`config.mk`:
```
export PLATFORM = sky130hd
export DESIGN_NAME = mem_stage_flat
export DESIGN_NICKNAME = d
export VERILOG_FILES = /design/src/rtl/mem_stage_if.sv /design/src/rtl/mem_stage.sv /design/src/flat_wrapper.sv
export SDC_FILE = /design/constraint.sdc
export NUM_CORES = 1
export LEC_CHECK = 0
export ABC_AREA = 1
export CELL_PAD_IN_SITES_DETAIL_PLACEMENT = 1
export CELL_PAD_IN_SITES_GLOBAL_PLACEMENT = 1
export CORE_MARGIN = 5
export CORE_UTILIZATION = 26
export DETAILED_ROUTE_END_ITERATION = 12
export PLACE_DENSITY_LB_ADDON = 0.1
export SLEW_MARGIN = 20
export SYNTH_ARGS = -nofsm -noshare
export SYNTH_HDL_FRONTEND = slang
export SYNTH_SLANG_ARGS = --single-unit
```
`constraint.sdc`:
```
create_clock -name clk -period 3.4 [get_ports clk]
set_input_delay 0.68 -clock clk [delete_from_list [all_inputs] [get_ports clk]]
set_output_delay 0.68 -clock clk [all_outputs]
set_load 0.005 [all_outputs]
```
`src/rtl/mem_stage_if.sv`:
```
// Pipeline/memory bundle for the MEM stage: EX/MEM input, data-memory port, MEM/WB output.
// The slave modport is the stage itself; master is the surrounding pipeline/memory side.
// No storage here; pure signal grouping.
interface mem_stage_if #(
    parameter int TAG_W = 6,
    parameter int XLEN  = 32
);
    logic             in_valid;
    logic             in_ready;
    logic             in_is_load;
    logic             in_is_store;
    logic [2:0]       in_funct3;
    logic [XLEN-1:0]  in_addr;
    logic [XLEN-1:0]  in_wdata;
    logic [XLEN-1:0]  in_alu_result;
    logic [TAG_W-1:0] in_tag;
    logic             in_rd_we;

    logic             mem_req;
    logic             mem_we;
    logic [XLEN-1:0]  mem_addr;
    logic [XLEN-1:0]  mem_wdata;
    logic [3:0]       mem_be;
    logic             mem_gnt;
    logic             mem_rvalid;
    logic [XLEN-1:0]  mem_rdata;

    logic             out_valid;
    logic             out_ready;
    logic [XLEN-1:0]  out_data;
    logic [TAG_W-1:0] out_tag;
    logic             out_rd_we;
    logic             out_exc;

    modport slave (
        input  in_valid, in_is_load, in_is_store, in_funct3, in_addr, in_wdata,
               in_alu_result, in_tag, in_rd_we,
        output in_ready,
        output mem_req, mem_we, mem_addr, mem_wdata, mem_be,
        input  mem_gnt, mem_rvalid, mem_rdata,
        output out_valid, out_data, out_tag, out_rd_we, out_exc,
        input  out_ready
    );

    modport master (
        output in_valid, in_is_load, in_is_store, in_funct3, in_addr, in_wdata,
               in_alu_result, in_tag, in_rd_we,
        input  in_ready,
        input  mem_req, mem_we, mem_addr, mem_wdata, mem_be,
        output mem_gnt, mem_rvalid, mem_rdata,
        input  out_valid, out_data, out_tag, out_rd_we, out_exc,
        output out_ready
    );
endinterface

```
`src/rtl/mem_stage.sv`:
```
// MEM stage: one op in flight; ALU pass-through, byte/half/word loads and stores via req/gnt/rvalid.
// Latency: ALU 1 cycle in_valid->out_valid, load 2 cycles with zero-wait memory; in_ready only in IDLE.
// Backpressure: result held stable in HOLD until out_ready. MEM_MISALIGN_TRAP_EN enables misalign traps.
module mem_stage #(
    parameter int TAG_W = 6,
    parameter int XLEN  = 32
) (
    input logic      clk,
    input logic      rst,
    mem_stage_if.slave bus
);
    typedef enum logic [1:0] {IDLE, REQ, WAIT, HOLD} state_t;

    state_t           state;
    state_t           state_nxt;
    logic             is_store_q;
    logic [2:0]       funct3_q;
    logic [XLEN-1:0]  addr_q;
    logic [XLEN-1:0]  wdata_q;
    logic [TAG_W-1:0] tag_q;
    logic             rd_we_q;
    logic [XLEN-1:0]  data_q;
    logic             exc_q;

    logic             accept;
    logic             is_mem_op;
    logic             trap_hit;
    logic             load_done;
    logic [XLEN-1:0]  shifted;
    logic [XLEN-1:0]  load_data;
    logic [3:0]       be_w;
    logic [XLEN-1:0]  wdata_rep;

    assign accept    = (state == IDLE) && bus.in_valid;
    assign is_mem_op = bus.in_is_load || bus.in_is_store;

`ifdef MEM_MISALIGN_TRAP_EN
    // Halfword at odd address or word off a word boundary never reaches memory.
    assign trap_hit = is_mem_op &&
                      (((bus.in_funct3[1:0] == 2'b01) && bus.in_addr[0]) ||
                       ((bus.in_funct3[1:0] == 2'b10) && (bus.in_addr[1:0] != 2'b00)));
`else
    assign trap_hit = 1'b0;
`endif

    // REQ only ever holds loads or stores, so "not a store" means load here.
    assign load_done = ((state == REQ) && bus.mem_gnt && !is_store_q && bus.mem_rvalid) ||
                       ((state == WAIT) && bus.mem_rvalid);

    // State register.
    always_ff @(posedge clk or posedge rst) begin
        if (rst) state <= IDLE;
        else     state <= state_nxt;
    end

    // Next-state: gnt only matters in REQ, rvalid only in REQ (same-cycle) and WAIT.
    always_comb begin
        state_nxt = state;
        case (state)
            IDLE: if (bus.in_valid) begin
                if (trap_hit)       state_nxt = HOLD;
                else if (is_mem_op) state_nxt = REQ;
                else                state_nxt = HOLD;
            end
            REQ: if (bus.mem_gnt) begin
                if (is_store_q || bus.mem_rvalid) state_nxt = HOLD;
                else                              state_nxt = WAIT;
            end
            WAIT: if (bus.mem_rvalid) state_nxt = HOLD;
            HOLD: if (bus.out_ready)  state_nxt = IDLE;
            default: state_nxt = IDLE;
        endcase
    end

    // Operand capture on accept and load-result capture on return data.
    always_ff @(posedge clk or posedge rst) begin
        if (rst) begin
            is_store_q <= 1'b0;
            funct3_q   <= 3'b000;
            addr_q     <= '0;
            wdata_q    <= '0;
            tag_q      <= '0;
            rd_we_q    <= 1'b0;
            data_q     <= '0;
            exc_q      <= 1'b0;
        end else begin
            if (accept) begin
                is_store_q <= bus.in_is_store && !bus.in_is_load;
                funct3_q   <= bus.in_funct3;
                addr_q     <= bus.in_addr;
                wdata_q    <= bus.in_wdata;
                tag_q      <= bus.in_tag;
                rd_we_q    <= bus.in_rd_we;
                data_q     <= trap_hit ? bus.in_addr : bus.in_alu_result;
                exc_q      <= trap_hit;
            end
            if (load_done) data_q <= load_data;
        end
    end

    // Bring the addressed lane down to bit 0, then extend by width/sign code.
    assign shifted = bus.mem_rdata >> {addr_q[1:0], 3'b000};

    // Load extraction; misaligned halfwords without trapping just lose the upper lane.
    always_comb begin
        load_data = bus.mem_rdata;
        case (funct3_q)
            3'b000:  load_data = {{(XLEN-8){shifted[7]}},   shifted[7:0]};
            3'b001:  load_data = {{(XLEN-16){shifted[15]}}, shifted[15:0]};
            3'b100:  load_data = {{(XLEN-8){1'b0}},         shifted[7:0]};
            3'b101:  load_data = {{(XLEN-16){1'b0}},        shifted[15:0]};
            default: load_data = bus.mem_rdata;
        endcase
    end

    // Byte enables and lane-replicated store data; shifts truncate to the 4-bit word.
    always_comb begin
        be_w      = 4'b1111;
        wdata_rep = wdata_q;
        case (funct3_q[1:0])
            2'b00: begin
                be_w      = 4'b0001 << addr_q[1:0];
                wdata_rep = {(XLEN/8){wdata_q[7:0]}};
            end
            2'b01: begin
                be_w      = 4'b0011 << addr_q[1:0];
                wdata_rep = {(XLEN/16){wdata_q[15:0]}};
            end
            default: begin
                be_w      = 4'b1111;
                wdata_rep = wdata_q;
            end
        endcase
    end

    assign bus.in_ready  = (state == IDLE);
    assign bus.mem_req   = (state == REQ);
    assign bus.mem_we    = (state == REQ) && is_store_q;
    assign bus.mem_be    = (state == REQ) ? be_w : 4'b0000;
    assign bus.mem_addr  = {addr_q[XLEN-1:2], 2'b00};
    assign bus.mem_wdata = wdata_rep;

    assign bus.out_valid = (state == HOLD);
    assign bus.out_data  = data_q;
    assign bus.out_tag   = tag_q;
    assign bus.out_rd_we = rd_we_q && !is_store_q && !exc_q;
`ifdef MEM_MISALIGN_TRAP_EN
    assign bus.out_exc   = exc_q;
`else
    assign bus.out_exc   = 1'b0;
`endif
endmodule

```
`src/flat_wrapper.sv`:
```
// flat-port wrapper written by rule: the top's interface ports become plain ports
module mem_stage_flat 
#(
    parameter int TAG_W = 6,
    parameter int XLEN  = 32
)
  (clk, rst, bus_in_valid, bus_in_is_load, bus_in_is_store, bus_in_funct3, bus_in_addr, bus_in_wdata, bus_in_alu_result, bus_in_tag, bus_in_rd_we, bus_in_ready, bus_mem_req, bus_mem_we, bus_mem_addr, bus_mem_wdata, bus_mem_be, bus_mem_gnt, bus_mem_rvalid, bus_mem_rdata, bus_out_valid, bus_out_data, bus_out_tag, bus_out_rd_we, bus_out_exc, bus_out_ready);
  mem_stage_if #(.TAG_W(TAG_W), .XLEN(XLEN)) bus_i ();
  input logic clk;
  input logic rst;
  input wire logic [$bits(bus_i.in_valid)-1:0] bus_in_valid;
  input wire logic [$bits(bus_i.in_is_load)-1:0] bus_in_is_load;
  input wire logic [$bits(bus_i.in_is_store)-1:0] bus_in_is_store;
  input wire logic [$bits(bus_i.in_funct3)-1:0] bus_in_funct3;
  input wire logic [$bits(bus_i.in_addr)-1:0] bus_in_addr;
  input wire logic [$bits(bus_i.in_wdata)-1:0] bus_in_wdata;
  input wire logic [$bits(bus_i.in_alu_result)-1:0] bus_in_alu_result;
  input wire logic [$bits(bus_i.in_tag)-1:0] bus_in_tag;
  input wire logic [$bits(bus_i.in_rd_we)-1:0] bus_in_rd_we;
  output wire logic [$bits(bus_i.in_ready)-1:0] bus_in_ready;
  output wire logic [$bits(bus_i.mem_req)-1:0] bus_mem_req;
  output wire logic [$bits(bus_i.mem_we)-1:0] bus_mem_we;
  output wire logic [$bits(bus_i.mem_addr)-1:0] bus_mem_addr;
  output wire logic [$bits(bus_i.mem_wdata)-1:0] bus_mem_wdata;
  output wire logic [$bits(bus_i.mem_be)-1:0] bus_mem_be;
  input wire logic [$bits(bus_i.mem_gnt)-1:0] bus_mem_gnt;
  input wire logic [$bits(bus_i.mem_rvalid)-1:0] bus_mem_rvalid;
  input wire logic [$bits(bus_i.mem_rdata)-1:0] bus_mem_rdata;
  output wire logic [$bits(bus_i.out_valid)-1:0] bus_out_valid;
  output wire logic [$bits(bus_i.out_data)-1:0] bus_out_data;
  output wire logic [$bits(bus_i.out_tag)-1:0] bus_out_tag;
  output wire logic [$bits(bus_i.out_rd_we)-1:0] bus_out_rd_we;
  output wire logic [$bits(bus_i.out_exc)-1:0] bus_out_exc;
  input wire logic [$bits(bus_i.out_ready)-1:0] bus_out_ready;
  assign bus_i.in_valid = bus_in_valid;
  assign bus_i.in_is_load = bus_in_is_load;
  assign bus_i.in_is_store = bus_in_is_store;
  assign bus_i.in_funct3 = bus_in_funct3;
  assign bus_i.in_addr = bus_in_addr;
  assign bus_i.in_wdata = bus_in_wdata;
  assign bus_i.in_alu_result = bus_in_alu_result;
  assign bus_i.in_tag = bus_in_tag;
  assign bus_i.in_rd_we = bus_in_rd_we;
  assign bus_in_ready = bus_i.in_ready;
  assign bus_mem_req = bus_i.mem_req;
  assign bus_mem_we = bus_i.mem_we;
  assign bus_mem_addr = bus_i.mem_addr;
  assign bus_mem_wdata = bus_i.mem_wdata;
  assign bus_mem_be = bus_i.mem_be;
  assign bus_i.mem_gnt = bus_mem_gnt;
  assign bus_i.mem_rvalid = bus_mem_rvalid;
  assign bus_i.mem_rdata = bus_mem_rdata;
  assign bus_out_valid = bus_i.out_valid;
  assign bus_out_data = bus_i.out_data;
  assign bus_out_tag = bus_i.out_tag;
  assign bus_out_rd_we = bus_i.out_rd_we;
  assign bus_out_exc = bus_i.out_exc;
  assign bus_i.out_ready = bus_out_ready;
  mem_stage #(.TAG_W(TAG_W), .XLEN(XLEN)) u_core (.clk(clk), .rst(rst), .bus(bus_i));
endmodule
```
# After elaboration in Yosys (flattened, before gate mapping)
# Index checks and enable logic that the tools add are counted.
[totals]
register_bits = 109
out_inout_bits = 112
wordCells = 53
[classes]
eq_ne = 11
n_shift = 3
n_mux = 13
n_reduce_logical = 18
[ops]
columns = ["cell", "n"]
rows = [
  ["$pmux W32 S4", 1],
  ["$mux W32", 2],
  ["$pmux W32 S2", 1],
  ["$shr A32 B5 Y16", 1],
  ["$mux W2", 5],
  ["$logic_and A1 B1 Y1", 8],
  ["$pmux W2 S4", 1],
  ["$pmux W4 S2", 1],
  ["$eq A3 B3 Y1 const B", 2],
  ["$eq A2 B1 Y1 const B", 2],
  ["$eq A2 B2 Y1 const B", 2],
  ["$logic_not A2 Y1", 2],
  ["$mux W4", 1],
  ["$ne A2 B1 Y1 const B", 2],
  ["$ne A2 B2 Y1 const B", 2],
  ["$reduce_and A4 Y1", 1],
  ["$shl A1 B2 Y4 const A", 1],
  ["$shl A2 B2 Y4 const A", 1],
  ["$eq A3 B1 Y1 const B", 1],
  ["$logic_not A3 Y1", 1],
  ["$logic_or A1 B1 Y1", 3],
  ["$logic_not A1 Y1", 2],
  ["$reduce_bool A2 Y1", 1],
  ["$mux W1", 1],
]

# Logic depth before layout (Yosys ltp)
[depth]
word_depth = 6
depth_mapped = 10
mapped_depth_nobuf = 9

# Worst setup path before layout
# No wires, ideal clock.
[synth_timing]
path_type = "register to output"
startpoint = "register u_core.funct3_q[0]"
endpoint = "output port bus_mem_wdata[27]"
t_arrival_ns = 1.198
slack_ns = 1.522
path_stages_with_launch = 8
n_path_buf = 2
path_cell_list = "dfrtp_1 -> buf_2 -> inv_1 -> nand2_1 -> inv_1 -> clkbuf_1 -> nand2_1 -> o211ai_1"
[synth_via]
elab_chain_len = 2
word_cells_on_any_way = 3
cone_classes = "eq/ne: 1; mux: 1; reduce/logical: 1"
[synth_rtl]
columns = ["item", "line", "rtl"]
rows = [
  ["start: declaration", "mem_stage.sv:17", "logic [2:0] funct3_q;"],
  ["start signal: assignment", "mem_stage.sv:89", "funct3_q <= bus.in_funct3;"],
  ["$eq A2 B1 Y1 / $logic_not A2 Y1 (equally long branches)", "mem_stage.sv:120", "case (funct3_q[1:0])"],
  ["$pmux W32 S2 (*)", "mem_stage.sv:120", ""],
  ["end: declaration", "flat_wrapper.sv:24", "output wire logic [$bits(bus_i.mem_wdata)-1:0] bus_mem_wdata;"],
]
# Mark *: on every way between the ends. The rest lies on a longest branch, timed or not.

# Worst setup path after layout
[layout_timing]
startpoint = "register u_core.addr_q[1]"
endpoint = "output port bus_mem_be[0]"
[layout_via]
elab_chain_len = 3
word_cells_on_any_way = 4
cone_classes = "shift: 2; mux: 2"
[layout_rtl]
columns = ["item", "line", "rtl"]
rows = [
  ["start: declaration", "mem_stage.sv:18", "logic [XLEN-1:0] addr_q;"],
  ["start signal: assignment", "mem_stage.sv:90", "addr_q <= bus.in_addr;"],
  ["$shl A2 B2 Y4 / $shl A1 B2 Y4 (equally long branches)", "mem_stage.sv:126, mem_stage.sv:122", ""],
  ["$pmux W4 S2 (*)", "mem_stage.sv:120", ""],
  ["$mux W4 (*)", "mem_stage.sv:139", "assign bus.mem_be = (state == REQ) ? be_w : 4'b0000;"],
  ["end: declaration", "flat_wrapper.sv:25", "output wire logic [$bits(bus_i.mem_be)-1:0] bus_mem_be;"],
]
# Marked as above.

==> impl_metrics.env <==
export IMPL_p_sw_share_pct=40.4
export IMPL_dp_hpwl_mm=16.0
export IMPL_drive_above_1_share_pct=3.20
export IMPL_grt_max_degree=115
export IMPL_crit_required_ns=2.72
export IMPL_core_area_um2=22400
export IMPL_ys_warn_count=0
export IMPL_crit_path_end_kind="primary output"
export IMPL_antenna_cells=0
export IMPL_period_needed_ns=2.97
export IMPL_postRouteAntennaNets=0
export IMPL_top_level_ports=258
export IMPL_fin_worst_skew_ns=0.00710
export IMPL_grt_usage_pct=16.8
export IMPL_p_leak_nw=3.91
export IMPL_reg2reg_to="u_core.bus.out_data[3]"
export IMPL_clk_pin_slew_ns=0.08
export IMPL_final_area_um2=8660
export IMPL_finalSetupTns_ns=0
export IMPL_worstSetupStartpoint="u_core.addr_q[1]"
export IMPL_rows=55
export IMPL_worstHoldStart="u_core.bus.out_tag[1]"
export IMPL_drt_initial_drc_count=250
export IMPL_die_width_um=160
export IMPL_path_class="flip-flop to primary output"
export IMPL_grt_pass1_vias=6095
export IMPL_whs_path_depth=2
export IMPL_synth_cells=803
export IMPL_combPwrFrac_pct=55.1
export IMPL_final_max_slew_viol_count=0
export IMPL_cts_max_path_buffers=2
export IMPL_timing_rr_start="u_core.state[1]"
export IMPL_report_final_hold_viol_count=0
export IMPL_wire_per_inst_um=17.0
export IMPL_holdPathEnd="u_core.bus.out_tag[1]"
export IMPL_tritoncts="yes"
export IMPL_vdd_drop_max_uv=402
export IMPL_crit_path_start_kind="flip-flop"
export IMPL_cts_repair_resize_count=0
export IMPL_drv_cap=0
export IMPL_pwr_share_clk_pct=13.9
export IMPL_start_util_pct=26.1
export IMPL_switchingPower_mw=3.06
export IMPL_clock_latency_ns=0.35
export IMPL_outcome="finished clean"
export IMPL_synth_cell_types=26
export IMPL_nets=1147
export IMPL_fin_crit_sh_pct=87.3
export IMPL_die_h_um=160
export IMPL_synth_seq_cells=109
export IMPL_cts_buffers_inserted=9
export IMPL_timing_hold_ws_ns=0.481
export IMPL_postSynthAreaPerCell_um2=7.29
export IMPL_maxSlewHeadroom_pct=46.7
export IMPL_cts_hold_buffers=0
export IMPL_cts_sinks=109
export IMPL_cpPeakStageDelay_ns=0.63
export IMPL_post_dp_cell_area_um2=8370
export IMPL_vias=5780
export IMPL_worstPathCellList="o21ai_1 > inv_1 > nor2_1 > clkdlybuf4s50_1"
export IMPL_reg2reg_depth=8
export IMPL_die_area_um2=25600
export IMPL_clock_fmax_mhz=337
export IMPL_port_buffers=254
export IMPL_finalSetupViolCount=0
export IMPL_cpMaxStageDelayCell="dfrtp_1"
export IMPL_drc=0
export IMPL_antenna_found_initial=1
export IMPL_rrSetupSlack_ns=1.19
export IMPL_crit_fanout=21
export IMPL_grt_pass1_wl_mm=34.6
export IMPL_cts_setup_buffers=0
export IMPL_viasPerCell=4.50
export IMPL_firstDrtPassIters=4
export IMPL_synthToLayoutAreaGrowth_pct=47.8
export IMPL_cts_root_buf="clkbuf_16"
export IMPL_fill_cells=2711
export IMPL_min_path_type="flip-flop to flip-flop"
export IMPL_p_int_mw=4.52
export IMPL_gp_congestion=0.772
export IMPL_rsz0062_at_grt="false"
export IMPL_pwr_share_seq_pct=31.0
export IMPL_wl_mm=21.8
export IMPL_overflow=0
export IMPL_synth_yosys_seq_area_share_pct=46.6
export IMPL_worst_pin_slew_ns=0.799
export IMPL_htreeDepth=3
export IMPL_synth_area_um2=5860
export IMPL_crit_arrival_ns=2.29
export IMPL_powerDensity_nw_per_um2=875
stage by stage:
step	std cells	worst slack (ns)	utilization, %	power (mW)
finish	1285	0.432	38.6	7.58
global route	1285	0.195	38.6	8.30
CTS	1285	0.406	38.6	7.77
detailed placement	1270	0.718	37.3	6.65
global placement	1270	0.792	37.3	6.61
floorplan	805	1.40	-	4.62
power groups by stage:
stage,sequential (mW),combinational [mW],clock [mW]
after floorplan,2.25,2.37,0
after global placement,2.36,4.25,0
after detailed placement,2.37,4.28,0
after CTS,2.36,4.30,1.11
after global routing,2.44,4.70,1.16
final,2.35,4.18,1.05
how the worst max path moves through the flow:
stage | endpoint | slack, ns | depth (start not counted)
floorplan | u_core.addr_q[0] | 1.40 | 1
global placement | bus_mem_be[2] | 0.79 | 4
detailed placement | u_core.bus.out_data[0] | 0.72 | 7
CTS | bus_mem_wdata[12] | 0.41 | 6
global route | bus_mem_wdata[28] | 0.19 | 6
finish | bus_mem_be[0] | 0.43 | 4
synthesized netlist by cell type:
cell type	n	area share, %
a21oi_1	38	3.2
a22oi_1	1	0.13
buf_1	8	0.51
buf_2	18	1.5
buf_4	44	5.6
buf_6	1	0.19
clkbuf_1	13	0.83
conb_1	1	0.064
dfrtp_1	109	47
ha_1	5	1.1
inv_1	41	2.6
inv_2	2	0.13
mux2i_1	1	0.17
nand2_1	323	21
nand2_4	2	0.38
nand3_1	35	3.0
nand3b_1	1	0.13
nand4_1	1	0.11
nor2_1	54	3.5
nor2_4	1	0.19
nor3_1	1	0.085
o211ai_1	7	0.90
o21ai_0	77	6.6
o21ai_1	16	1.4
o221ai_1	1	0.15
o22ai_1	2	0.21
flip-flops by register name, indices dropped and copies added (netlist names):
signal / flops
u_core.bus.out_tag: 6
u_core.is_store_q: 1
u_core.wdata_q: 32
u_core.bus.out_data: 32
u_core.funct3_q: 3
u_core.rd_we_q: 1
u_core.addr_q: 32
u_core.state: 2
kinds of logic (layout without fill, tap and decap cells):
family,Yosys count,in the layout,share of synthesized area (%)
compound gates,142,142,12.6
simple gates,418,418,28.1
other cells,1,3,0.0640
mux,1,1,0.171
buf+inv,127,322,11.5
fa+ha+maj,5,5,1.07
flops,109,109,46.6
worst max-delay path, delay by kind of cell, from the launching register on:
kind | cells | cell delay (ns)
compound gates | 1 | 0.40
buf+inv | 2 | 0.75
flops | 1 | 0.63
simple gates | 1 | 0.16
placed cells by master (no fill, tap or decap):
master	count
nand2_1	322
clkdlybuf4s50_1	254
dfrtp_1	109
o21ai_0	77
nor2_1	54
inv_1	40
a21oi_1	38
nand3_1	35
o21ai_1	16
clkbuf_16	9
o211ai_1	7
buf_4	7
ha_1	5
conb_1	3
clkinv_4	3
buf_12	3
clkinvlp_4	2
nand2_4	2
o22ai_1	2
nand2_2	1
clkinv_2	1
inv_2	1
o221ai_1	1
nand4_1	1
nor2_4	1
nor3_1	1
mux2i_1	1
a22oi_1	1
nand3b_1	1
clkbuf_8	1
inv_8	1
cell type report:
class | count | area [µm²] | area share, %
repair buffers | 264 | 2660 | 30.7
flip-flops and latches | 109 | 2730 | 31.5
well taps | 285 | 357 | 4.12
multi-input cells | 569 | 2470 | 28.5
inverters | 43 | 166 | 1.92
clock inverters | 5 | 45.0 | 0.520
clock buffers | 10 | 239 | 2.76
per-layer routing:
| layer | vias up | GRT usage [%] | part of all wire, % |
|---|---|---|---|
| met3 | 14 | 5.14 | 7.4 |
| li1 | 2869 | - | - |
| met4 | 2 | 3.83 | 0.99 |
| met5 | - | 0 | 0.032 |
| met1 | 2731 | 21.9 | 44 |
| met2 | 164 | 27.5 | 47 |
Power figures use the tool's default switching activity.
